`config.mk`:
```
export PLATFORM = sky130hd
export DESIGN_NAME = ucdp_sfifo
export DESIGN_NICKNAME = d
export VERILOG_FILES = /design/src/rtl/ucdp_sfifo_pkg.sv /design/src/rtl/ucdp_sfifo_mem.sv /design/src/rtl/ucdp_sfifo.sv
export SDC_FILE = /design/constraint.sdc
export NUM_CORES = 1
export LEC_CHECK = 0
export ABC_AREA = 1
export BUFFER_PORTS_ARGS = -buffer_cell sky130_fd_sc_hd__buf_2
export CORE_MARGIN = 10
export CORE_UTILIZATION = 58
export DETAILED_ROUTE_END_ITERATION = 8
export GPL_TIMING_DRIVEN = 0
export HOLD_SLACK_MARGIN = 0.12
export PLACE_DENSITY = 0.78
export SYNTH_ARGS = -nofsm -noshare
export SYNTH_HDL_FRONTEND = slang
export SYNTH_SLANG_ARGS = --single-unit
```
`constraint.sdc`:
```
create_clock -name main_clk_i -period 2.3 [get_ports main_clk_i]
set_clock_uncertainty 0.05 [all_clocks]
set_input_delay 0.115 -clock main_clk_i [delete_from_list [all_inputs] [get_ports main_clk_i]]
set_output_delay 0.115 -clock main_clk_i [all_outputs]
set_load 0.1 [all_outputs]
```
`src/rtl/ucdp_sfifo_pkg.sv`:
```
// Shared types for the synchronous FIFO: decoded per-cycle operation.
package ucdp_sfifo_pkg;

    typedef enum logic [1:0] {
        OpIdle = 2'b00,
        OpWr   = 2'b01,
        OpRd   = 2'b10,
        OpBoth = 2'b11
    } sfifo_op_e;

    function automatic sfifo_op_e decode_op(input logic wr_acc, input logic rd_acc);
        return sfifo_op_e'({rd_acc, wr_acc});
    endfunction

endpackage

```
`src/rtl/ucdp_sfifo_mem.sv`:
```
// FIFO storage array: one clocked write port, one asynchronous read port, no reset.
module ucdp_sfifo_mem #(
    parameter int unsigned dwidth_p  = 8,
    parameter int unsigned depth_p   = 8,
    parameter int unsigned awidth_p  = 3
) (
    input  logic                clk_i,
    input  logic                wr_ena_i,
    input  logic [awidth_p-1:0] wr_addr_i,
    input  logic [dwidth_p-1:0] wr_data_i,
    input  logic [awidth_p-1:0] rd_addr_i,
    output logic [dwidth_p-1:0] rd_data_o
);

    logic [dwidth_p-1:0] mem_q [depth_p];

    always_ff @(posedge clk_i) begin
        if (wr_ena_i) begin
            mem_q[wr_addr_i] <= wr_data_i;
        end
    end

    assign rd_data_o = mem_q[rd_addr_i];

endmodule

```
`src/rtl/ucdp_sfifo.sv`:
```
// Synchronous show-ahead FIFO with registered status flags and sticky overflow/underflow.
module ucdp_sfifo
    import ucdp_sfifo_pkg::*;
#(
    parameter int unsigned dwidth_p       = 8,
    parameter int unsigned depth_p        = 8,
    parameter int unsigned almfull_thr_p  = depth_p - 1,
    parameter int unsigned almempty_thr_p = 1,
    localparam int unsigned lvlwidth_p    = $clog2(depth_p + 1)
) (
    input  logic                  main_clk_i,
    input  logic                  main_rst_an_i,
    input  logic                  flush_i,
    input  logic                  wr_ena_i,
    input  logic [dwidth_p-1:0]   wr_data_i,
    output logic                  wr_full_o,
    output logic                  wr_almfull_o,
    input  logic                  rd_ena_i,
    output logic [dwidth_p-1:0]   rd_data_o,
    output logic                  rd_empty_o,
    output logic                  rd_almempty_o,
    output logic [lvlwidth_p-1:0] level_o,
    output logic                  ovf_o,
    output logic                  udf_o
);

    localparam int unsigned ptrwidth_p = $clog2(depth_p);

    localparam logic [ptrwidth_p-1:0] ptr_max_p  = ptrwidth_p'(depth_p - 1);
    localparam logic [lvlwidth_p-1:0] lvl_full_p = lvlwidth_p'(depth_p);
    localparam logic [lvlwidth_p-1:0] lvl_afull_p = lvlwidth_p'(almfull_thr_p);
    localparam logic [lvlwidth_p-1:0] lvl_aempty_p = lvlwidth_p'(almempty_thr_p);

    if (depth_p < 2 || dwidth_p < 1 || almempty_thr_p >= almfull_thr_p ||
        almfull_thr_p > depth_p) begin : g_param_err
        $error("ucdp_sfifo: invalid parameters (need depth>=2, 0<=almempty<almfull<=depth)");
    end

    logic [ptrwidth_p-1:0] wr_ptr_q, wr_ptr_d;
    logic [ptrwidth_p-1:0] rd_ptr_q, rd_ptr_d;
    logic [lvlwidth_p-1:0] level_q, level_d;
    logic                  full_q, empty_q, almfull_q, almempty_q;
    logic                  ovf_q, ovf_d, udf_q, udf_d;
    logic                  wr_acc, rd_acc, mem_we;
    sfifo_op_e             op;

    function automatic logic [ptrwidth_p-1:0] inc_ptr(input logic [ptrwidth_p-1:0] ptr);
        return (ptr == ptr_max_p) ? '0 : ptr + 1'b1;
    endfunction

    always_comb begin
        wr_acc   = wr_ena_i & ~full_q;
        rd_acc   = rd_ena_i & ~empty_q;
        op       = decode_op(wr_acc, rd_acc);
        level_d  = level_q;
        wr_ptr_d = wr_ptr_q;
        rd_ptr_d = rd_ptr_q;
        // Errors flag the attempt, even when a simultaneous opposite request is accepted.
        ovf_d    = ovf_q | (wr_ena_i & full_q);
        udf_d    = udf_q | (rd_ena_i & empty_q);

        unique case (op)
            OpWr: begin
                level_d  = level_q + 1'b1;
                wr_ptr_d = inc_ptr(wr_ptr_q);
            end
            OpRd: begin
                level_d  = level_q - 1'b1;
                rd_ptr_d = inc_ptr(rd_ptr_q);
            end
            OpBoth: begin
                wr_ptr_d = inc_ptr(wr_ptr_q);
                rd_ptr_d = inc_ptr(rd_ptr_q);
            end
            default: ;
        endcase

        if (flush_i) begin
            level_d  = '0;
            wr_ptr_d = '0;
            rd_ptr_d = '0;
            ovf_d    = 1'b0;
            udf_d    = 1'b0;
        end
    end

    always_ff @(posedge main_clk_i or negedge main_rst_an_i) begin
        if (!main_rst_an_i) begin
            wr_ptr_q   <= '0;
            rd_ptr_q   <= '0;
            level_q    <= '0;
            full_q     <= 1'b0;
            empty_q    <= 1'b1;
            almfull_q  <= 1'b0;
            almempty_q <= 1'b1;
            ovf_q      <= 1'b0;
            udf_q      <= 1'b0;
        end else begin
            wr_ptr_q   <= wr_ptr_d;
            rd_ptr_q   <= rd_ptr_d;
            level_q    <= level_d;
            full_q     <= (level_d == lvl_full_p);
            empty_q    <= (level_d == '0);
            almfull_q  <= (level_d >= lvl_afull_p);
            almempty_q <= (level_d <= lvl_aempty_p);
            ovf_q      <= ovf_d;
            udf_q      <= udf_d;
        end
    end

    // Flushed writes must not land in storage either.
    assign mem_we = wr_acc & ~flush_i;

    ucdp_sfifo_mem #(
        .dwidth_p (dwidth_p),
        .depth_p  (depth_p),
        .awidth_p (ptrwidth_p)
    ) u_mem (
        .clk_i     (main_clk_i),
        .wr_ena_i  (mem_we),
        .wr_addr_i (wr_ptr_q),
        .wr_data_i (wr_data_i),
        .rd_addr_i (rd_ptr_q),
        .rd_data_o (rd_data_o)
    );

    assign wr_full_o     = full_q;
    assign wr_almfull_o  = almfull_q;
    assign rd_empty_o    = empty_q;
    assign rd_almempty_o = almempty_q;
    assign level_o       = level_q;
    assign ovf_o         = ovf_q;
    assign udf_o         = udf_q;

endmodule

```
Word level (Yosys, flattened, before mapping):

Memory sizes are Yosys's and may differ from the RTL's.
Cells that the tools add are included.

* output and inout bits: 18
* memories kept: 1
* input bits: 13
* register bits: 16
* bits in writable memories: 64

Memory list
* u_mem.mem_q: depth 8, bits a word 8, read ports 1, clocked after memory_dff 0, wr ports 1, RTL line ucdp_sfifo_mem.sv:15 `logic [dwidth_p-1:0] mem_q [depth_p];`

* magnitude comparators: 2
* $add $sub $neg: 4
* bitwise gates (word level): 10
* eq/ne operators: 6
* mux-type cells: 12
* reduce and logical (&&, ||, !) cells: 5

Operators with widths (count)
* $mux 3: 6
* $pmux 4 s2: 1
* $add 3x1->3 const B: 2
* $eq 3x3->1 const B: 2
* $and 1x1->1: 5
* $add 4x1->4 const B: 1
* $eq 2x2->1 const B: 2
* $eq 4x4->1 const B: 1
* $ge 4x3->1 const B: 1
* $le 4x1->1 const B: 1
* $logic_not 4->1: 1
* $mux 1: 4
* $mux 4: 1
* $reduce_bool 2->1: 2
* $reduce_or 2->1: 2
* $sub 4x1->4 const B: 1
* $not 1->1: 3
* $eq 2x1->1 const B: 1
* $or 1x1->1: 2

Logic depth before layout (Yosys ltp):

* word-level depth: 6
* mapped depth: 13
* depth with buffers taken out: 13

Hierarchy:

A second synthesis with hierarchy kept.

* cells, all modules: 397
* area total of the unflattened synthesis: 3777.4 µm²

By module, submodules not included
* ucdp_sfifo_mem: area each 2890.3 µm², times used 1, cells an instance 295
* ucdp_sfifo: area each 887.1 µm², times used 1, cells an instance 102

Worst setup path before layout:

Ideal clock, no wire load.

* path kind: register to output
* start: register rd_ptr_q[0]
* end: output port rd_data_o[6]
* cell stages (with the launch flop): 7
* path buffers: 1
* data arrival time: 2.598 ns
* slack: -0.463 ns
* path through: dfrtp_1 -> inv_1 -> clkbuf_1 -> o21ai_0 -> o22ai_1 -> nor2_1 -> a31oi_1

* cells in the longest elaborated chain, start to end: 1

Ends and longest elaborated chain
* start, declared: RTL line ucdp_sfifo.sv:40 `logic [ptrwidth_p-1:0] rd_ptr_q, rd_ptr_d;`
* start signal, assigned: RTL line ucdp_sfifo.sv:100 `rd_ptr_q <= rd_ptr_d;`
* $mem_v2 8x8
* end, declared: RTL line ucdp_sfifo.sv:19 `output logic [dwidth_p-1:0] rd_data_o,`

No other way between the ends.

Worst setup path after layout:

* start: register rd_ptr_q[0]
* end: output port rd_data_o[2]

Same word-level chain as after synthesis.

==> run metrics <==
RePlAce Congestion=0.826; Final WS setup=0.119 ns; die height=96.2 um; worst hold path cell count=5; I/O pin count=31; Setup violations, final=0; vias per inst=5.60; worst-margin pin slew=0.877 ns; Filler Cells Inserted=406; sequential area share after synthesis=0.691; r2r endpoint=u_mem.mem_q[7][0]$_DFFE_PP_; Rows=27; Worst Path Max Fanout=10; postcts setup bufs=0; worst path buffer plus inverter count=2; period utilization=0.948; CTS buffer count=9; synth warn=0; crit path time final=2.18 ns; Post-route DRC=0; setup slack, reg-to-reg=0.18 ns; first-pass GRT wire length=12000 um; RSZ-0062 raised after global routing=no; syn_nets=312; Arr. time, crit path=2.02 ns; commonest non-fill, non-tap cell in the layout=nor2_1; CTS tree=built; diode count=0; area growth from synthesis to layout=19.3%; grt ovf=0; Tightest Hold Check Type=input pin to flip-flop; H-tree depth=3; leakage power=1.56 nW; peak supply drop=1290 uV; vias in the first global route=2399; Antenna Nets Post-Route=0; antenna violations before repair=0; Post-Syn Area=3360 sq um; Routed Wire Length=7480 um; Synth cell types=28; startpoint types=flip-flop; most frequent cells in the layout=70 x nor2_1, 64 x edfxtp_1, 41 x o21ai_0; CTS sink count=80; final non-filler cell total=421; worst-path cell with the longest stage delay=dfrtp_1; Fmax achieved=458 MHz; Syn Inst Count=293; largest net degree at the start of global routing=17; worst r2r path cells=5; final slew viol count=0; final hold vios=0; delay-heaviest family, CP=buffers and inverters; I/O Buffers=29; TritonRoute pass-1 iters=5; hold path start=rd_ena_i; root buf cell=clkbuf_8; power per cell area=1200 nW/um^2; Worst Setup Path Type=flip-flop to output pin; Die X=96.2 um; Tot GR Track Use=0.176; initial core utilization=0.603; Worst Path Required=2.13 ns; number of buffers on the longest clock path=2; area of the core=5570 sq um; FF+latch count, synth=80; Rel. slew slack=0.413; CP Capture Type=output pin; critical path cell sequence=buf_2 > o21ai_0 > o22ai_1 > nor2_1 > a31oi_2 > buf_4; Final Hold Slack=0.145 ns; FF-to-FF Start=wr_full_o$_DFF_PN0_; share of layout cells above drive strength 1=0.238; max_cap viols=0; dpl hpwl=4860 um; clk_lat worst skew=0.35 ns; drt wl/cell=17.8 um; syn_area_per_cell=11.5 sq um; Crit path largest cell delay=0.47 ns; die area=9240 sq um; Iter 0 DRT Violations=196; vias=2357; outcome=complete, no violations; placed cell count=394; final net count=364; Hold Path Sink=rd_ptr_q[0]$_DFFE_PN0P_; pre-CTS worst setup slack=-0.0816 ns; CTS clock-pin slew for the worst setup and hold paths=0.07 ns
==> cell usage after synthesis (all sizes together) <==
cell    number  share of area
nor2        75          0.089
edfxtp      64           0.57
o21ai       42          0.062
nand2       23          0.032
inv         19          0.021
dfrtp       14           0.10
nand3        9          0.015
a31oi        8          0.015
clkbuf       8         0.0089
o22ai        8          0.015
ha           6          0.022
a21oi        4         0.0060
nor3         3         0.0045
buf          2         0.0048
dfstp        2          0.016
xor2         2         0.0052
clkinv       1         0.0011
nand3b       1         0.0022
nand4        1         0.0019
or2          1         0.0019
==> sequential cells by signal (all words and copies together) (netlist names), 3 cells and up <==
name         cells
level_o          4
rd_ptr_q         3
u_mem.mem_q     64
wr_ptr_q         3
==> through the flow <==
stage	area, sq um	utilization	TNS, ns	power, mW
3_3_place_gp	3650	0.655	-0.712	3.73
2_1_floorplan	3410	-	0	3.40
4_1_cts	3990	0.716	0	4.79
6_report	4010	0.720	0	4.80
3_5_place_dp	3650	0.655	-1.06	3.77
5_1_grt	4010	0.720	0	5.03
==> final cells by class <==
class | instances | area (sq um) | share of cell area
multi-input cells | 183 | 985 | 0.245
clock buffers | 11 | 131 | 0.0327
clock inverters | 4 | 46.3 | 0.0115
flip-flops and latches | 80 | 2330 | 0.580
inverters | 20 | 75.1 | 0.0187
repair buffers | 41 | 297 | 0.0739
well taps | 72 | 90.1 | 0.0225
plain buffers | 10 | 61.3 | 0.0153
==> repair_timing <==
| item | CTS | global route |
|---|---|---|
| endpoints found under the setup margin | 24 | 31 |
| hold buffers | 12 | 0 |
| gates resized for setup | 19 | 14 |
| endpoints found under the hold margin | 92 | 0 |
==> logic make-up after synthesis <==
logic type      synth area share
buf+inv                   0.0361
xor+xnor                 0.00521
fa+ha+maj                 0.0223
flops                      0.691
simple gates               0.147
compound gates            0.0982
==> how the worst max path moves through the flow <==
stage	endpoint	startpoint	cells after the start
floorplan	wr_full_o$_DFF_PN0_	level_o[1]$_DFF_PN0_	9
global placement	u_mem.mem_q[3][3]$_DFFE_PP_	wr_full_o$_DFF_PN0_	5
detailed placement	u_mem.mem_q[2][2]$_DFFE_PP_	wr_full_o$_DFF_PN0_	5
CTS	rd_data_o[2]	rd_ptr_q[0]$_DFFE_PN0P_	7
global route	rd_data_o[4]	rd_ptr_q[0]$_DFFE_PN0P_	6
finish	rd_data_o[2]	rd_ptr_q[0]$_DFFE_PN0P_	6
==> where the power goes <==
group / switching [mW] / internal, mW / total, mW
Combinational: 1.58 / 0.452 / 2.03
Sequential: 0.106 / 1.70 / 1.81
Clock: 0.474 / 0.491 / 0.965
==> routing by layer <==
layer	GRT usage	wire, um	vias up
met4	0.104	184	0
met1	0.220	3210	1132
met3	0.0420	403	15
met2	0.273	3680	78
met5	0	0	-
li1	-	-	1132
==> worst register-to-register path, stage by stage, from the launching register on <==
cell and delay, ns:
dfrtp_2 0.42, inv_1 0.07, nand2_2 0.11, nor2_1 0.23, nand2_1 0.16, nor2_1 0.70
No activity file was read; power rests on OpenSTA's default activity.
